**src/rtl/slot_reel_engine.sv**
```systemverilog
// rtl/slot_reel_engine.sv - slot-machine reel core with LFSR symbols, staged reel stops and optional credits (SLOT_CREDITS_EN)
module slot_reel_engine #(
    parameter int NUM_REELS  = 4,
    parameter int SYM_W      = 4,
    parameter int SPIN_TICKS = 8,
    parameter int CREDIT_W   = 8,
    parameter int PAYOUT     = 5
) (
    input  logic                       Clk,
    input  logic                       RST,
    input  logic                       EIN,
    input  logic                       tick,
    input  logic                       Submit,
    input  logic                       rigged_win,
    input  logic                       rigged_lose,
    input  logic                       coin,
    output logic [NUM_REELS*SYM_W-1:0] reels,
    output logic [NUM_REELS-1:0]       reel_stopped,
    output logic                       result_valid,
    output logic                       win,
    output logic                       busy,
    output logic [CREDIT_W-1:0]        credits
);
    localparam int KW = $clog2(NUM_REELS);
    localparam int TW = $clog2(SPIN_TICKS + 1);

    typedef enum logic [1:0] {S_OFF, S_SPIN, S_SETTLE, S_RESULT} state_t;
    typedef enum logic [1:0] {M_RAND, M_WIN, M_LOSE} mode_t;

    state_t state, state_n;
    mode_t  mode_q, mode_in;

    logic [15:0]                          lfsr;
    logic                                 sub_q;
    logic [NUM_REELS-1:0][SYM_W-1:0]      reel_val;
    logic [NUM_REELS-1:0]                 stop_q;
    logic [KW-1:0]                        cur_k;
    logic [TW-1:0]                        tick_cnt;
    logic                                 rv_q;
    logic                                 win_q;
    logic                                 credit_ok;

    logic              sub_rise;
    logic              accept;
    logic              stop_edge;
    logic              last_k;
    logic              last_stop;
    logic [SYM_W-1:0]  lfsr_sym;
    logic [SYM_W-1:0]  cap_val;
    logic              win_next;

    assign sub_rise  = Submit & ~sub_q;
    assign lfsr_sym  = lfsr[SYM_W-1:0];
    assign accept    = EIN && (state == S_SPIN) && sub_rise && credit_ok;
    assign stop_edge = (state == S_SETTLE) && tick && (tick_cnt == TW'(SPIN_TICKS - 1));
    assign last_k    = (cur_k == KW'(NUM_REELS - 1));
    assign last_stop = EIN && stop_edge && last_k;
    assign mode_in   = (rigged_win && !rigged_lose) ? M_WIN :
                       (rigged_lose && !rigged_win) ? M_LOSE : M_RAND;

    // Value the current reel captures at its stop edge, and whether all reels will then match
    always_comb begin
        cap_val = lfsr_sym;
        if (cur_k != '0) begin
            case (mode_q)
                M_WIN:   cap_val = reel_val[0];
                M_LOSE:  cap_val = last_k ? ~reel_val[0] : reel_val[0];
                default: cap_val = lfsr_sym;
            endcase
        end
        win_next = 1'b1;
        for (int i = 0; i < NUM_REELS - 1; i++) begin
            if (reel_val[i] != cap_val) win_next = 1'b0;
        end
    end

    // State register
    always_ff @(posedge Clk or posedge RST) begin
        if (RST) state <= S_OFF;
        else     state <= state_n;
    end

    // Next-state logic; a low enable overrides every other transition
    always_comb begin
        state_n = state;
        if (!EIN) begin
            state_n = S_OFF;
        end else begin
            case (state)
                S_OFF:    state_n = S_SPIN;
                S_SPIN:   if (accept) state_n = S_SETTLE;
                S_SETTLE: if (last_stop) state_n = S_RESULT;
                S_RESULT: if (sub_rise) state_n = S_SPIN;
                default:  state_n = S_OFF;
            endcase
        end
    end

    // Outputs: unstopped reels follow the LFSR, stopped reels show their captured symbol
    always_comb begin
        reels = '0;
        busy  = (state == S_SETTLE);
        if (state != S_OFF) begin
            for (int i = 0; i < NUM_REELS; i++) begin
                reels[i*SYM_W +: SYM_W] = stop_q[i] ? reel_val[i] : SYM_W'(lfsr_sym + SYM_W'(i));
            end
        end
    end

    assign reel_stopped = stop_q;
    assign result_valid = rv_q;
    assign win          = win_q;

    // Free-running XNOR LFSR and Submit edge history
    always_ff @(posedge Clk or posedge RST) begin
        if (RST) begin
            lfsr  <= '0;
            sub_q <= 1'b0;
        end else begin
            lfsr  <= {lfsr[14:0], ~(lfsr[15] ^ lfsr[14] ^ lfsr[12] ^ lfsr[3])};
            sub_q <= Submit;
        end
    end

    // Spin datapath: mode latch, tick pacing, reel capture and result flags
    always_ff @(posedge Clk or posedge RST) begin
        if (RST) begin
            mode_q   <= M_RAND;
            reel_val <= '0;
            stop_q   <= '0;
            cur_k    <= '0;
            tick_cnt <= '0;
            rv_q     <= 1'b0;
            win_q    <= 1'b0;
        end else begin
            rv_q <= 1'b0;
            if (!EIN) begin
                reel_val <= '0;
                stop_q   <= '0;
                win_q    <= 1'b0;
            end else begin
                case (state)
                    S_SPIN: begin
                        if (accept) begin
                            mode_q   <= mode_in;
                            cur_k    <= '0;
                            tick_cnt <= '0;
                        end
                    end
                    S_SETTLE: begin
                        if (stop_edge) begin
                            tick_cnt        <= '0;
                            reel_val[cur_k] <= cap_val;
                            stop_q[cur_k]   <= 1'b1;
                            cur_k           <= cur_k + KW'(1);
                            if (last_k) begin
                                rv_q  <= 1'b1;
                                win_q <= win_next;
                            end
                        end else if (tick) begin
                            tick_cnt <= tick_cnt + TW'(1);
                        end
                    end
                    S_RESULT: begin
                        if (sub_rise) begin
                            stop_q <= '0;
                            win_q  <= 1'b0;
                        end
                    end
                    default: ;
                endcase
            end
        end
    end

`ifdef SLOT_CREDITS_EN
    localparam int CMAX = (1 << CREDIT_W) - 1;
    logic [CREDIT_W-1:0] credit_q;
    int                  csum;

    // Coin, payout and deduction combine first, then saturate
    always_comb begin
        csum = int'(credit_q) + (coin ? 1 : 0) + ((last_stop && win_next) ? PAYOUT : 0) - (accept ? 1 : 0);
        if (csum > CMAX) csum = CMAX;
    end

    // Credit register survives enable drops, cleared only by reset
    always_ff @(posedge Clk or posedge RST) begin
        if (RST) credit_q <= '0;
        else     credit_q <= CREDIT_W'(csum);
    end

    assign credits   = credit_q;
    assign credit_ok = (credit_q != '0);
`else
    logic unused_cfg;
    assign unused_cfg = coin ^ (PAYOUT > 0);
    assign credits    = '0;
    assign credit_ok  = 1'b1;
`endif

endmodule
```
**config.mk**
```make
export PLATFORM = sky130hd
export DESIGN_NAME = slot_reel_engine
export DESIGN_NICKNAME = d
export VERILOG_FILES = /design/src/rtl/slot_reel_engine.sv
export SDC_FILE = /design/constraint.sdc
export NUM_CORES = 1
export LEC_CHECK = 0
export CAP_MARGIN = 20
export CORE_MARGIN = 2
export CORE_UTILIZATION = 59
export CTS_CLUSTER_SIZE = 25
export DETAILED_ROUTE_END_ITERATION = 8
export GPL_TIMING_DRIVEN = 0
export PLACE_DENSITY = 0.94
export SLEW_MARGIN = 5
export SYNTH_ARGS = -nofsm -noshare
export SYNTH_HDL_FRONTEND = slang
export SYNTH_SLANG_ARGS = --single-unit
```
**constraint.sdc**
```tcl
create_clock -name Clk -period 2.85 [get_ports Clk]
set_input_delay 0.285 -clock Clk [delete_from_list [all_inputs] [get_ports Clk]]
set_output_delay 0.285 -clock Clk [all_outputs]
set_load 0.03 [all_outputs]
```
== After elaboration in Yosys (flattened, before gate mapping) ==
Index checks and enable logic that the tools add are counted.
Word-level totals
  register bits: 49
  input bits: 8
  output and inout bits: 31
  logic and storage cells: 117
Cells by class
  $add $sub $neg: 5
  magnitude comparators: 2
  equal/unequal tests: 21
  multiplexer cells: 46
  bitwise gates (word level): 8
  reduce and logical (&&, ||, !) cells: 22
Operators with widths (count)
  $mux W16: 4
  $mux W4: 13
  $pmux W4 S2: 3
  $bwmux W16: 1
  $mux W2: 8
  $mux W1: 12
  $ne A3 B2 Y1 const B: 4
  $ne A4 B4 Y1: 3
  $reduce_and A4 Y1: 3
  $logic_and A1 B1 Y1: 9
  $reduce_and A3 Y1: 3
  $add A4 B1 Y4 const B: 2
  $add A4 B2 Y4 const B: 2
  $demux W4 S2: 1
  $eq A2 B2 Y1 const B: 4
  $pmux W2 S4: 1
  $ne A2 B1 Y1 const B: 3
  $ne A3 B3 Y1 const B: 2
  $reduce_bool A2 Y1: 3
  $eq A2 B1 Y1 const B: 2
  $eq A4 B3 Y1 const B: 1
  $not A4 Y4: 1
  $or A4 B4 Y4: 1
  $pmux W2 S2: 1
  other kinds (13): 17

== Depth between registers and ports, before layout ==
Gate-level depths: netlist of the first run.
  depth after elaboration: 12
  mapped depth: 9
  gate-level depth less buffers: 8

== Least setup slack after synthesis of the first run ==
OpenSTA, ideal clock, no wires.
  kind: register to register
  start: register cur_k[0]
  end: register win_q (netlist: win)
  setup time: 0.092 ns
  arrival: 1.743 ns
  data required time: 2.758 ns
  path slack: 1.015 ns
  cell stages (with the launch flop): 9
  path buffers: 1
  period minus slack after synthesis: 1.835 ns
  cell sequence: dfrtp_1 -> ha_1 -> buf_6 -> xor2_1 -> a22o_1 -> mux2i_2 -> mux2i_1 -> o211ai_1 -> o31ai_2
Between the ends
  word-level cells in the longest chain between the ends: 12
  elaborated cells between the ends (all ways): 17
  classes of those cells: eq/ne: 5; mux: 10; reduce/logical: 2
RTL lines
  start: declaration: RTL line 37  | logic [KW-1:0] cur_k;
  start signal: assignment: RTL line 155  | cur_k <= cur_k + KW'(1);
  $eq A2 B2 Y1: RTL line 56  | assign last_k = (cur_k == KW'(NUM_REELS - 1));
  $mux W4: RTL line 67  | M_LOSE: cap_val = last_k ? ~reel_val[0] : reel_val[0];
  $pmux W4 S2: RTL line 65  | case (mode_q)
  $mux W4: RTL line 64  | if (cur_k != '0) begin
  $ne A4 B4 Y1: RTL line 73  | if (reel_val[i] != cap_val) win_next = 1'b0;
  $mux W1 (3 in a row): RTL line 73
  $mux W1: RTL line 156  | if (last_k) begin
  $mux W1: RTL line 151  | if (stop_edge) begin
  $pmux W1 S2: RTL line 142  | case (state)
  $mux W1: RTL line 137  | if (!EIN) begin
  end signal: assignment: RTL line 158  | win_q <= win_next;
  end: declaration: RTL line 40  | logic win_q;
Parallel ways exist; a longest one is shown, timed or not. The select of a mux whose other input is x is not followed.
A chain may end at the register's enable or synchronous reset.

== Final worst setup path of the first run ==
  start: register lfsr[2]
  end: output reels[7]
Between the ends
  word-level cells in the longest chain between the ends: 3
RTL lines
  start: declaration: RTL line 33  | logic [15:0] lfsr;
  start signal: assignment: RTL line 120  | lfsr <= {lfsr[14:0], ~(lfsr[15] ^ lfsr[14] ^ lfsr[12] ^ lfsr[3])};
  $add A4 B1 Y4: RTL line 105  | reels[i*SYM_W +: SYM_W] = stop_q[i] ? reel_val[i] : SYM_W'(lfsr_sym + SYM_W'(i));
  $mux W4: RTL line 105
  $mux W16: RTL line 103  | if (state != S_OFF) begin
  end: declaration: RTL line 17  | output logic [NUM_REELS*SYM_W-1:0] reels,
No other way between the ends.

==> results of run 1 <==
-- sequential cells by signal (all words and copies together), names as in the netlist --
register and flops:
result_valid 1, mode_q 2, sub_q 1, reel_val 16, state 2, tick_cnt 4
lfsr 16, reel_stopped 4, cur_k 2, win 1
-- synth_stat cells (2+ instances only) --
cell type and instances:
dfrtp_1 49, nor2_1 48, a21oi_1 36, nand2_1 26, ha_1 15, inv_1 14, mux2i_1 12, nand3_1 11
clkbuf_1 10, o21ai_0 10, buf_4 9, o21ai_1 6, xnor2_1 6, nand4_1 5, xor2_1 4, a22o_1 3
nand2b_1 3, nor3_1 3, and2_1 2, nor2_2 2, o211ai_1 2, o21a_1 2, or2_1 2
-- report_power, final --
part | total [mW] | leakage (nW) | internal (mW) | switching, mW
Clock | 0.450 | 0.0506 | 0.184 | 0.266
Sequential | 0.759 | 0.634 | 0.728 | 0.0302
Combinational | 0.679 | 0.819 | 0.245 | 0.433
-- cell usage in the layout, fill, tap and decap left out, drive strengths merged, types with 3 or more instances in the layout --
cell type / instances
inv: 17
xnor2: 6
nor3: 3
nor2: 51
o21ai: 16
nand3: 11
nand2: 27
clkbuf: 15
ha: 15
nand4: 5
a22o: 3
buf: 12
dfrtp: 49
a21oi: 37
conb: 8
xor2: 4
nand2b: 3
mux2i: 13
clkdlybuf4s50: 28
-- worst paths after layout --
| check | start | to | slack (ns) | cells past startpoint |
|---|---|---|---|---|
| min | RST | tick_cnt[1] | 0.21 | 2 |
| max | lfsr[2] | reels[7] | 0.1 | 7 |
| min in group Clk | tick | tick_cnt[1] | 0.31 | 3 |
| max reg2reg | cur_k[1] | win | 0.53 | 8 |
| min reg2reg | lfsr[5] | lfsr[6] | 0.36 | 0 |
| max in group asynchronous | RST | lfsr[1] | 2.16 | 3 |
-- area by class of cell --
class / instances / share of cell area (%)
Multi-Input combinational cell: 222 / 41.8
Sequential cell: 49 / 38.2
Timing Repair Buffer: 29 / 9.34
Buffer: 21 / 3.85
Clock buffer: 5 / 2.14
Tap cell: 52 / 2.02
Inverter: 15 / 1.75
Clock inverter: 3 / 0.895
-- critical path: stages (launching register included) --
cell and delay [ns]:
dfrtp_1 0.63, ha_1 0.33, nand2_1 0.10, xor2_1 0.16, nor2_1 0.11, a21oi_1 0.05, nor2_1 0.10, clkdlybuf4s50_1 0.67
-- layer usage --
layer | global-route usage, % | wire [um] | up-vias | share of wire (%)
li1 | - | - | 1085 | -
met1 | 35.1 | 2530 | 1108 | 39
met2 | 43.3 | 3080 | 162 | 48
met3 | 5.14 | 653 | 27 | 10
met4 | 10.3 | 188 | 0 | 2.9
met5 | 0 | 0 | - | 0
-- cells by family after synthesis --
group	synth area share [%]
xor+xnor	3.22
fa+ha+maj	6.90
compound gates	13.6
buf+inv	6.53
other cells	0.138
simple gates	19.6
flops	45.1
mux	4.92
-- per-stage QoR --
stage	total power [mW]	cells	cell area, um^2	hold WS [ns]
3_3_place_gp	1.41	387	3090	0.335
4_1_cts	1.88	396	3210	0.221
3_5_place_dp	1.44	388	3110	0.342
5_1_grt	1.99	396	3210	0.245
6_report	1.89	396	3210	0.213
2_1_floorplan	1.21	307	2750	0.316
==> summary.txt, run 1 <==
Run status
  • Status: finished clean

Synth
  • Synth area leaders: dfrtp_1 45%, ha_1 6.9%, a21oi_1 6.6%
  • Post-Syn Area: 2720 um^2
  • Share of the synthesized area in the top cell type: between 40% and 50%
  • Area leader, netlist: dfrtp_1
  • Ys async rst share: 100%
  • Avg Cell Area, Syn: between 9 and 10 um^2
  • Post-Syn Instances: 300
  • Synthesized flop and latch total: just under 50
  • Count of cell types in the netlist: 43
  • YS warnings: 0
  • Dominant synthesized flop cell: dfrtp_1
  • EDFF count, synth: 0
  • Sequential share of the synthesized area: 45.1%

Final layout
  • Area Growth Syn to Fin: 18.1%
  • Ant diodes: 0
  • Layout cells sized above 1: 9.88%
  • Reg area: 1230 um^2
  • Multi-input gate area: 1340 um^2
  • Final Util: between 70 and 80%
  • Fill cell count: 330
  • Fin nets: about 370

Routing
  • DR iter-0 viols: between 200 and 300
  • Drt pass-1 iters: 5
  • Number of vias per cell: ~6.0
  • Vias post-DR: approximately 2.4k
  • Routed Antenna Nets: 0
  • DRC errors left: 0
  • WL/cell: 16.3 um
  • Total wire length: around 6400 um

STA
  • Sum Neg Setup Slack: 0 ns
  • Slew headroom: between 60 and 70%
  • Final Cycle Share: roughly 97%
  • Final hold violations: 0
  • RSZ-0062 raised after global routing: no
  • Slew Viols, Final: 0
  • Clock Skew: just under 0.008 ns
  • Final setup viols: 0
  • Slew of the pin with the lowest slew margin: between 0.5 and 0.6 ns
  • Peak Freq: between 0.3 and 0.4 GHz
  • Min Tclk post-route: around 2.8 ns
  • Setup ws final: 0.0980 ns

Place
  • Place WS: approximately 0.43 ns
  • GP Congestion: roughly 0.9
  • Buffers on Ports: 28
  • DP HPWL: 4640 um

Setup path
  • Crit path DAT: about 2.5 ns
  • CP max FO: 8
  • Worst EP required: ~2.6 ns
  • Crit. End Element: primary output
  • CP Launch Type: flop
  • Crit path kind: flop to primary output

Clock network
  • CTS tree: done
  • CTS buffer count: 5
  • Clock transition at path regs: roughly 0.1 ns
  • CTS root buffer: clkbuf_8
  • CTS H-tree lvls: 2
  • CTS Sinks: 49
  • Worst-Skew Late Latency: 0.31 ns
  • Worst-case clock buffer depth: 2
  • Hold buffer count at cts: 0
  • Post-CTS Setup Repair Bufs: 0
  • Post-cts resize count: 0

Die
  • I/O Pins: 39
  • Die area: between 5000 and 6000 um^2
  • Area of the core: between 4000 and 5000 um^2
  • Die X-Extent: 71.9 um
  • Die Span Y: around 70 um
  • Std cell rows: 24
  • Initial Util: between 60% and 70%

Power
  • Worst vdd ir: 0.000412 V
  • Leakage power: about 1.5 nW
  • Pwr per Cell Area: ~600 nW/um^2

Global route
  • Vias in the first global route: approximately 2.1k
  • Largest net degree at the start of global routing: 40
  • Tot GR Track Use: roughly a quarter
  • First-pass GRT wire length: 10,500 um
  • Antenna violations before repair: 0
  • GRT overflow: 0

Hold path
  • HP Class: input pin to async pin

Run
  • Max_cap viols: 0
(Power assumes the default switching activity.)
==> inputs of run 2 (changes only) <==
Settings changed: CTS_CLUSTER_DIAMETER set to 30.
==> results of run 2 <==
The final DEF is identical to that of run 1; final timing and power are the same.
==> inputs of run 3 (changes only) <==
Settings changed: CORE_MARGIN 2 to unset, HOLD_SLACK_MARGIN set to 0.12.
==> run 3 against run 2 <==
Design area about the same. Clock skew increased by 0.0050 ns. Via count fell by 3.8%. Final cell count did not move. Register-to-register slack improved by 0.13 ns. Hold slack gained 0.036 ns. Maximum frequency rose by 0.86%.
==> summary.txt, run 3 (same netlist as run 1, synthesis figures left out) <==
Die
  • I/O Pins: 39
  • Die X-Extent: ~70 um
  • Die area: a little under 5000 um^2
  • Initial Util: 62.1%
  • Std cell rows: 24
  • Area of the core: 4380 um^2
  • Die Span Y: 69.9 um

Final layout
  • Fin nets: ~370
  • Area Growth Syn to Fin: 18.1%
  • Layout cells sized above 1: a little under a tenth
  • Ant diodes: 0
  • Final Util: roughly three quarters
  • Multi-input gate area: ~1300 um^2
  • Most frequent cells in the layout: 49 x dfrtp_1, 48 x nor2_1, 36 x a21oi_1, 28 x clkdlybuf4s50_1, 26 x nand2_1
  • Biggest regs: lfsr: 16 flops, reel_val: 16 flops
  • Fill cell count: ~330
  • Reg area: 1230 um^2
  • Commonest non-fill, non-tap cell in the layout: dfrtp_1

Setup path
  • CP startpoint: state[0]
  • CP max FO: 10
  • Bufs and invs on worst path: 4
  • CP Cell Sequence: inv_1, ha_1, clkbuf_1, clkbuf_2, nor2_1, clkdlybuf4s50_1
  • Crit path DAT: 2.44 ns
  • Crit path kind: flop to primary output
  • Critical Path Max Stage Delay: slightly above 0.7 ns
  • Worst R2R Start: cur_k[1]
  • Worst EP required: between 2 and 3 ns
  • Crit. End Element: primary output
  • CP Launch Type: flop
  • CP max stage cell: clkdlybuf4s50_1
  • Cell family with most CP delay: buffers and inverters

Clock network
  • CTS Sinks: ~50
  • Post-cts resize count: 0
  • Post-CTS Setup Repair Bufs: 0
  • Worst-Skew Late Latency: 0.32 ns
  • CTS root buffer: clkbuf_8
  • CTS tree: done
  • CTS H-tree lvls: 2
  • CTS buffer count: 5
  • Worst-case clock buffer depth: 2
  • Hold buffer count at cts: 0
  • Clock transition at path regs: about 0.10 ns

STA
  • Slew headroom: 66.2%
  • Slew of the pin with the lowest slew margin: approximately 0.51 ns
  • Final setup viols: 0
  • RSZ-0062 raised after global routing: no
  • Final Cycle Share: between 90 and 100%
  • Peak Freq: 0.366 GHz
  • Clock Skew: 0.0127 ns
  • Final hold violations: 0
  • Min Tclk post-route: 2.73 ns
  • Setup ws final: around 0.12 ns
  • Sum Neg Setup Slack: 0 ns
  • Slew Viols, Final: 0

Global route
  • GR Util met2: roughly 44%
  • Largest net degree at the start of global routing: 35
  • Met3 usage: slightly below 5%
  • First-pass GRT wire length: between 10,000 and 15,000 um
  • Vias in the first global route: about 2.2k
  • Gr busiest metal: met2
  • Tot GR Track Use: 27.4%
  • GRT overflow: 0
  • GR Util met1: approximately 37%
  • Antenna violations before repair: 0

Routing
  • Vias post-DR: 2,292
  • Total wire length: between 6000 and 7000 um
  • DRC errors left: 0
  • Drt pass-1 iters: 5
  • Routed Antenna Nets: 0
  • WL/cell: 15.8 um
  • Number of vias per cell: 5.79
  • DR iter-0 viols: approximately 210

Place
  • GP Congestion: around 0.87
  • Buffers on Ports: 28
  • DP HPWL: ~4500 um
  • Place WS: 0.413 ns

Power
  • Final total power: between 1.5 and 2 mW
  • Leakage power: between 1.5 and 2 nW
  • Worst vdd ir: roughly 0.00044 V
  • Pwr per Cell Area: between 500 and 600 nW/um^2

Run
  • Max_cap viols: 0

Run status
  • Status: finished clean

Hold path
  • HP Class: input pin to async pin
==> run 3: final timing paths <==
check / end / slack [ns] / cells past startpoint
setup reg to reg: win / 0.66 / 8
min in group Clk: tick_cnt[1] / 0.31 / 3
max in group asynchronous: reel_val[0] / 2.10 / 3
hold reg to reg: lfsr[8] / 0.36 / 0
setup / recovery: reels[9] / 0.12 / 6
hold / removal: tick_cnt[2] / 0.25 / 2
==> run 3: area by class of cell <==
| class | count | area share [%] |
|---|---|---|
| Tap cell | 52 | 2.02 |
| Buffer | 21 | 3.86 |
| Inverter | 15 | 1.75 |
| Clock buffer | 5 | 2.14 |
| Sequential cell | 49 | 38.2 |
| Multi-Input combinational cell | 222 | 41.8 |
| Clock inverter | 3 | 0.896 |
| Timing Repair Buffer | 29 | 9.35 |
==> run 3: routing by layer <==
layer	part of all wire [%]	up-vias
met1	43	1075
met3	7.2	16
met4	2.0	0
met5	0	-
li1	-	1085
met2	48	116
==> run 3: per-stage QoR <==
| stage | instances | hold WS [ns] | instance area (um^2) |
|---|---|---|---|
| floorplan | 307 | 0.316 | 2750 |
| global placement | 387 | 0.336 | 3090 |
| detailed placement | 388 | 0.335 | 3110 |
| CTS | 396 | 0.259 | 3210 |
| global route | 396 | 0.274 | 3210 |
| finish | 396 | 0.249 | 3210 |
==> run 3: power breakdown <==
| group | leakage [nW] | internal [mW] | total (mW) | switching, mW |
|---|---|---|---|---|
| clock network | 0.0506 | 0.184 | 0.457 | 0.273 |
| logic | 0.819 | 0.244 | 0.678 | 0.434 |
| registers | 0.634 | 0.728 | 0.761 | 0.0327 |
